### src/rtl/rf_wb_pkg.sv
// Shared constants and types for the register-file write-back arbiter.
package rf_wb_pkg;
    localparam int REG_AW  = 5;
    localparam int REG_DW  = 32;
    localparam logic [REG_AW-1:0] REG_ZERO = 5'd0;
    localparam int GRANT_W = 2;

    typedef struct packed {
        logic [REG_AW-1:0] addr;
        logic [REG_DW-1:0] data;
    } wb_req_t;
endpackage

### src/rtl/rr_arbiter.sv
// Round-robin arbiter: one-hot grant plus encoded index; the pointer only
// advances to the winner when the caller reports an actual transfer.
module rr_arbiter
    import rf_wb_pkg::*;
#(
    parameter int NUM_REQ = 2
) (
    input  logic               clk,
    input  logic               rst_n,
    input  logic [NUM_REQ-1:0] valid,
    input  logic               update,
    output logic [NUM_REQ-1:0] grant,
    output logic [GRANT_W-1:0] grantIdx,
    output logic               anyGrant
);
    logic [GRANT_W-1:0] rrPtr;

    // Search starts one past the last winner, so the last winner has lowest priority.
    always_comb begin
        grant    = '0;
        grantIdx = '0;
        anyGrant = 1'b0;
        for (int k = 1; k <= NUM_REQ; k++) begin
            for (int i = 0; i < NUM_REQ; i++) begin
                if (!anyGrant && valid[i] && (i == (int'(rrPtr) + k) % NUM_REQ)) begin
                    anyGrant    = 1'b1;
                    grant[i]    = 1'b1;
                    grantIdx    = GRANT_W'(i);
                end
            end
        end
    end

    always_ff @(posedge clk or negedge rst_n) begin
        if (!rst_n)
            rrPtr <= GRANT_W'(NUM_REQ - 1);
        else if (update)
            rrPtr <= grantIdx;
    end
endmodule

### src/rtl/rf_wb_arbiter.sv
// Shares the RF write port between NUM_REQ write-back requesters via a one-entry
// registered write stage. Optional same-cycle read forwarding: RF_WB_BYPASS_EN.
module rf_wb_arbiter
    import rf_wb_pkg::*;
#(
    parameter int NUM_REQ = 2,
    parameter int AW      = REG_AW,
    parameter int DW      = REG_DW
) (
    input  logic                  clk,
    input  logic                  rst_n,
    input  logic [NUM_REQ-1:0]    req_valid,
    output logic [NUM_REQ-1:0]    req_ready,
    input  logic [NUM_REQ*AW-1:0] req_addr,
    input  logic [NUM_REQ*DW-1:0] req_data,
    input  logic                  wb_hold,
    output logic                  rf_we,
    output logic [AW-1:0]         rf_waddr,
    output logic [DW-1:0]         rf_wdata,
    output logic                  stage_valid,
    output logic [GRANT_W-1:0]    grant_id,
    output logic [15:0]           wr_count
`ifdef RF_WB_BYPASS_EN
   ,input  logic [AW-1:0]         rd_addr1,
    input  logic [AW-1:0]         rd_addr2,
    input  logic [DW-1:0]         rf_rdata1,
    input  logic [DW-1:0]         rf_rdata2,
    output logic [DW-1:0]         fwd_data1,
    output logic [DW-1:0]         fwd_data2
`endif
);
    logic [NUM_REQ-1:0] grant;
    logic [GRANT_W-1:0] grantIdx;
    logic               anyGrant;
    logic               canAccept;
    logic               retire;
    logic               xfer;
    logic [AW-1:0]      selAddr;
    logic [DW-1:0]      selData;

    assign canAccept = !stage_valid || !wb_hold;
    assign retire    = stage_valid && !wb_hold;
    assign xfer      = rst_n && canAccept && anyGrant;
    assign req_ready = (rst_n && canAccept) ? grant : '0;
    assign rf_we     = rst_n && retire && (rf_waddr != AW'(REG_ZERO));

    rr_arbiter #(.NUM_REQ(NUM_REQ)) uArb (
        .clk      (clk),
        .rst_n    (rst_n),
        .valid    (req_valid),
        .update   (xfer),
        .grant    (grant),
        .grantIdx (grantIdx),
        .anyGrant (anyGrant)
    );

    // One-hot AND-OR mux of the winning request's payload.
    always_comb begin
        selAddr = '0;
        selData = '0;
        for (int i = 0; i < NUM_REQ; i++) begin
            if (grant[i]) begin
                selAddr = selAddr | req_addr[i*AW +: AW];
                selData = selData | req_data[i*DW +: DW];
            end
        end
    end

    always_ff @(posedge clk or negedge rst_n) begin
        if (!rst_n) begin
            stage_valid <= 1'b0;
            rf_waddr    <= '0;
            rf_wdata    <= '0;
            grant_id    <= '0;
        end else if (xfer) begin
            stage_valid <= 1'b1;
            rf_waddr    <= selAddr;
            rf_wdata    <= selData;
            grant_id    <= grantIdx;
        end else if (retire) begin
            stage_valid <= 1'b0;
        end
    end

    always_ff @(posedge clk or negedge rst_n) begin
        if (!rst_n)
            wr_count <= '0;
        else if (rf_we)
            wr_count <= wr_count + 16'd1;
    end

`ifdef RF_WB_BYPASS_EN
    // rf_we already excludes register 0, so it is never forwarded.
    assign fwd_data1 = (rf_we && (rd_addr1 == rf_waddr)) ? rf_wdata : rf_rdata1;
    assign fwd_data2 = (rf_we && (rd_addr2 == rf_waddr)) ? rf_wdata : rf_rdata2;
`endif
endmodule
### config.mk
export PLATFORM = sky130hd
export DESIGN_NAME = rf_wb_arbiter
export DESIGN_NICKNAME = d
export VERILOG_FILES = /design/src/rtl/rf_wb_pkg.sv /design/src/rtl/rr_arbiter.sv /design/src/rtl/rf_wb_arbiter.sv
export SDC_FILE = /design/constraint.sdc
export NUM_CORES = 1
export LEC_CHECK = 0
export BUFFER_PORTS_ARGS = -buffer_cell sky130_fd_sc_hd__buf_2
export CORE_MARGIN = 10
export CORE_UTILIZATION = 45
export CTS_BUF_LIST = sky130_fd_sc_hd__clkbuf_16
export DETAILED_ROUTE_END_ITERATION = 12
export HOLD_SLACK_MARGIN = 0.15
export PLACE_DENSITY = 0.8
export SYNTH_ARGS = -nofsm -noshare
export SYNTH_HDL_FRONTEND = slang
export SYNTH_HIERARCHICAL = 1
export SYNTH_SLANG_ARGS = --single-unit
export TNS_END_PERCENT = 1
### constraint.sdc
create_clock -name clk -period 2.5 [get_ports clk]
set_input_delay 0.5 -clock clk [delete_from_list [all_inputs] [get_ports clk]]
set_output_delay 0.5 -clock clk [all_outputs]
set_load 0.1 [all_outputs]
**Yosys cells after proc, flatten, opt, wreduce, memory -nomap -nowiden**

Index checks and enable logic that the tools add are counted.
W data, S select, Z words.

- Reductions and logical operators: 22
- Equal/unequal tests: 2
- Bitwise logic cells: 4
- Multiplexer cells: 17
- Add/sub/neg operators: 3

Operators with widths:

| cell | number |
|---|---|
| $logic_not A32 Y1 | 2 |
| $mux W32 | 2 |
| $or A32 B32 Y32 | 1 |
| $add A16 B1 Y16 const B | 1 |
| $logic_and A1 B1 Y1 | 12 |
| $mux W1 | 12 |
| $mux W5 | 2 |
| $logic_not A1 Y1 | 5 |
| $or A5 B5 Y5 | 1 |
| $reduce_bool A5 Y1 | 1 |
| $eq A2 B2 Y1 const A | 2 |
| $add A1 B1 Y1 const B | 2 |
| $and A1 B1 Y1 const A | 2 |
| $mux W2 | 1 |
| $reduce_bool A2 Y1 | 1 |
| $logic_or A1 B1 Y1 | 1 |

- Word-level logic and storage cells: 54
- Output and inout bits: 59
- Register bits after elaboration: 56
- Input port bits: 79

**Longest topological paths before layout**

- Depth in word-level cells: 19
- Gate-level depth with buffers: 6
- Mapped depth without buffers: 4

**Cells and area by module**

Netlist, hierarchy kept.

By module, submodules not included:

| module | area an instance (µm²) | cells an instance | times used |
|---|---|---|---|
| rf_wb_arbiter | 2,516.2 | 241 | 1 |
| rr_arbiter | 88.8 | 9 | 1 |

**Worst setup path before layout**

OpenSTA, ideal clock, no wires.

- Path kind: reg-to-reg
- Start: register rf_waddr[0]
- End: register wr_count[3]
- Slack: -756 ps
- Buffers on the path: 0
- Required time: 2,340 ps
- Arrival time: 3,096 ps
- Period minus slack after synthesis: 3,256 ps
- Stages on the path, launching flop included: 5
- Cells stage by stage: dfrtp_1 nor4_1 a211oi_2 nand4_1 xnor2_1

- Cells in the longest elaborated chain, start to end: 2

Ends and longest elaborated chain:

| item | line | text |
|---|---|---|
| start: declaration | rf_wb_arbiter.sv:18 | `output logic [AW-1:0] rf_waddr,` |
| start signal: assignment | rf_wb_arbiter.sv:77 | `rf_waddr <= selAddr;` |
| $reduce_bool A5 Y1 | rf_wb_arbiter.sv:45 | `assign rf_we = rst_n && retire && (rf_waddr != AW'(REG_ZERO));` |
| $logic_and A1 B1 Y1 | rf_wb_arbiter.sv:45 |  |
| net rf_we | rf_wb_arbiter.sv:17 | `output logic rf_we,` |
| end signal: assignment | rf_wb_arbiter.sv:89 | `wr_count <= wr_count + 16'd1;` |
| end: declaration | rf_wb_arbiter.sv:22 | `output logic [15:0] wr_count` |

The timed path passes the listed nets, and every way through them passes these cells.
A chain may end at the register's enable or synchronous reset.

**Worst setup path in the final report**

- Start: register rf_waddr[0]
- End: output rf_we

- Cells in the longest elaborated chain, start to end: 2

Ends and longest elaborated chain:

| item | line |
|---|---|
| $reduce_bool A5 Y1 | rf_wb_arbiter.sv:45 |
| $logic_and A1 B1 Y1 | rf_wb_arbiter.sv:45 |
| end: declaration | rf_wb_arbiter.sv:17 |

Every way passes these cells.

==> impl_metrics.csv <==
group,metric,value,unit
outcome,status,"finished clean",
clocking,clockBufferDepth,2,
synthesis,yosys_register_bits,57,
synthesis,synth-seq-area-share,0.548,
floorplanning,die_w,96.1,µm
finish,synthToLayoutAreaGrowth,41.4,%
critical_path,critical-path-top-delay-family,"flip-flops",
power_and_ir_drop,power.total,4.03,mW
power_and_ir_drop,power.density,1090,mW/mm²
synthesis,synth_simple_gate_area_frac,0.141,
synthesis,syn_area,0.00260,mm²
finish,drive_gt1_frac,0.453,
critical_path,max_stage_delay,410,ps
clocking,cts_setup_buffers,0,
clocking,cts_resized,0,
clocking,postCtsHoldBufs,0,
finish,final_cell_mix,"buf_2 (134), dfrtp_1 (50), nand2_1 (43)",
critical_path,crit_path_max_fanout,7,
routing,drt_iter0_drc,56,
routing,wl,7.78,mm
synthesis,synth_mux_area_frac,0.0187,
critical_path,crit_buf_inv,2,
sta,finalSetupViolCount,0,
sta,hold_viol_final,0,
finish,seq_area,0.00144,mm²
floorplanning,core-area,0.00557,mm²
clocking,root_buffer,"clkbuf_16",
grt,grt_overflow,0,
power_and_ir_drop,p_leak,1.91,nW
critical_path,cpMaxStageDelayCell,"dfrtp_2",
critical_path,path_cells,"nor4_1 -> buf_4 -> a211oi_4 -> buf_12",
floorplanning,start_util,0.467,
floorplanning,dieArea,0.00923,mm²
clocking,clk_latency,320,ps
run,drv_cap,0,
clocking,cts_buffers,9,
synthesis,synthCells,250,
routing,drtPass1Iterations,6,
critical_path,arrival,1550,ps
clocking,cts_sinks,57,
grt,grt_max_degree,40,
routing,via_per_inst,5.10,
finish,multiInputGateArea,0.00108,mm²
clocking,htree_levels,3,
synthesis,synth_top_family_by_area,"compound AO/OA/AOI/OAI gates",
synthesis,syn-mean-instance-area,10.4,µm²
place,dp_slack,576,ps
routing,wl_per_cell,16.8,µm
floorplanning,row_count,27,
floorplanning,ios,138,
finish,diodes,0,
synthesis,yosysUniqueCellTypes,36,
routing,drc,0,
grt,antenna_found_initial,0,
sta,drv_slew,0,
sta,fin_worst_skew,5.39,ps
critical_path,end_kind,"output port",
grt,grt_usage,0.176,
synthesis,syn_nets,330,
finish,fin_nets,467,
synthesis,synthAdderAreaFrac,0.00480,
routing,antenna_left,0,
clocking,clk_pin_slew,50,ps
floorplanning,fp.dieH,96.1,µm
place,io_buffer_count,137,
grt,grt_first_pass_wirelength,12.4,mm
sta,fin_crit,2050,ps
sta,rsz0062_at_grt,"false",
place,gp_congestion,0.732,
critical_path,setup.worst_path.class,"reg2out",
grt,grt_pass1_vias,2531,
sta,fmax,0.488,GHz
power_and_ir_drop,ir_drop,0.000742,V
synthesis,synth_compound_area_frac,0.194,
synthesis,synth_xor_area_frac,0.0504,
critical_path,required,2000,ps
min_path,min_path_type,"in2async",
sta,finalCritPeriodShare,0.820,
place,hpwl,6.11,mm
synthesis,yosys_warnings,6,
clocking,cts_tree,"yes",
finish,final_common_cell,"buf_2",
sta,fin_ws,449,ps
routing,route.vias.total,2363,
critical_path,cp-start-kind,"flip-flop",
finish,fillers,450,
==> synthesized netlist by cell type <==
master,count,area [µm²]
a211o_1,1,8.76
and4_1,1,8.76
a21oi_1,1,5.00
dfstp_2,1,26.3
buf_2,1,5.00
nor4_1,1,6.26
xor2_1,8,70.1
and3_1,2,12.5
mux2_4,1,15.0
buf_1,2,7.51
nor4_2,2,25.0
a211oi_2,1,12.5
a221oi_1,1,8.76
nand4_1,4,25.0
ha_1,1,12.5
inv_1,6,22.5
o21ai_0,36,180
buf_4,2,15.0
mux2_2,3,33.8
nor2_1,2,7.51
or3_4,1,11.3
nand4_4,1,21.3
a22oi_1,36,270
buf_6,1,11.3
xnor2_1,7,61.3
nand2_1,43,161
nand3_1,5,25.0
nor3_2,2,20.0
nor3_1,3,15.0
a21boi_2,1,11.3
nor4_4,1,21.3
dfrtp_1,56,1400
clkbuf_1,13,48.8
a21boi_0,1,7.51
conb_1,1,3.75
or2_1,1,6.26
==> layout make-up <==
class | count | share of cell area
Sequential cell | 57 | 0.390
Multi-Input combinational cell | 168 | 0.294
Timing Repair Buffer | 145 | 0.218
Clock buffer | 9 | 0.0611
Tap cell | 72 | 0.0245
Clock inverter | 6 | 0.00645
Inverter | 6 | 0.00611
==> routing by layer <==
| layer | track usage | vias up | share of wire |
|---|---|---|---|
| li1 | - | 1158 | - |
| met1 | 0.214 | 1091 | 0.41 |
| met2 | 0.261 | 103 | 0.46 |
| met3 | 0.0763 | 11 | 0.11 |
| met4 | 0.0848 | 0 | 0.019 |
| met5 | 0 | - | 0 |
==> path summary, 6_finish.rpt <==
kind	startpoint	endpoint	slack, ps	cells after the start
worst max-delay path	rf_waddr[0]	rf_we	450	4
worst min-delay path	rst_n	wr_count[4]	220	2
worst max register to register	rf_waddr[0]	wr_count[9]	710	5
worst min register to register	rf_wdata[4]	rf_wdata[4]	470	2
max in group asynchronous	rst_n	uArb/rrPtr[0]	1850	2
min in group clk	rf_wdata[4]	rf_wdata[4]	470	2
==> sequential cells by signal, indices dropped and copies added, names as in the netlist <==
name         flops
grant_id         2
wr_count        16
rf_wdata        32
rf_waddr         5
stage_valid      1
uArb/rrPtr       1
==> power breakdown <==
part           switching, mW  leakage [nW]  total, mW  internal (mW)
logic                   1.49          1.06       1.79          0.302
clock network          0.368         0.138       1.01          0.641
registers              0.133         0.712       1.22           1.09
total                   1.99          1.91       4.03           2.03
==> through the flow <==
stage	utilization	hold slack [ps]	TNS, ps	std cells	instance area (µm²)
global route	0.661	231	0	463	3680
finish	0.661	216	0	463	3680
floorplan	-	204	-234	250	2620
global placement	0.616	454	0	448	3430
detailed placement	0.616	465	0	448	3430
CTS	0.661	211	0	463	3680
==> kinds of logic after synthesis <==
kind of cell               Yosys count
AOI/OAI and AO/OA                   78
xor gates and xnor gates            15
adders and majority gates            1
buffers and inverters               25
DFF                                 57
muxes                                4
other                                1
and+or+nand+nor                     69
==> worst reg2reg max path, stage by stage (launching register included) <==
cell	delay (ps)
dfrtp_2	410
nor4_1	340
buf_4	200
a211o_1	390
nor3_1	150
xor2_1	170
No activity file was read; power rests on OpenSTA's default activity.
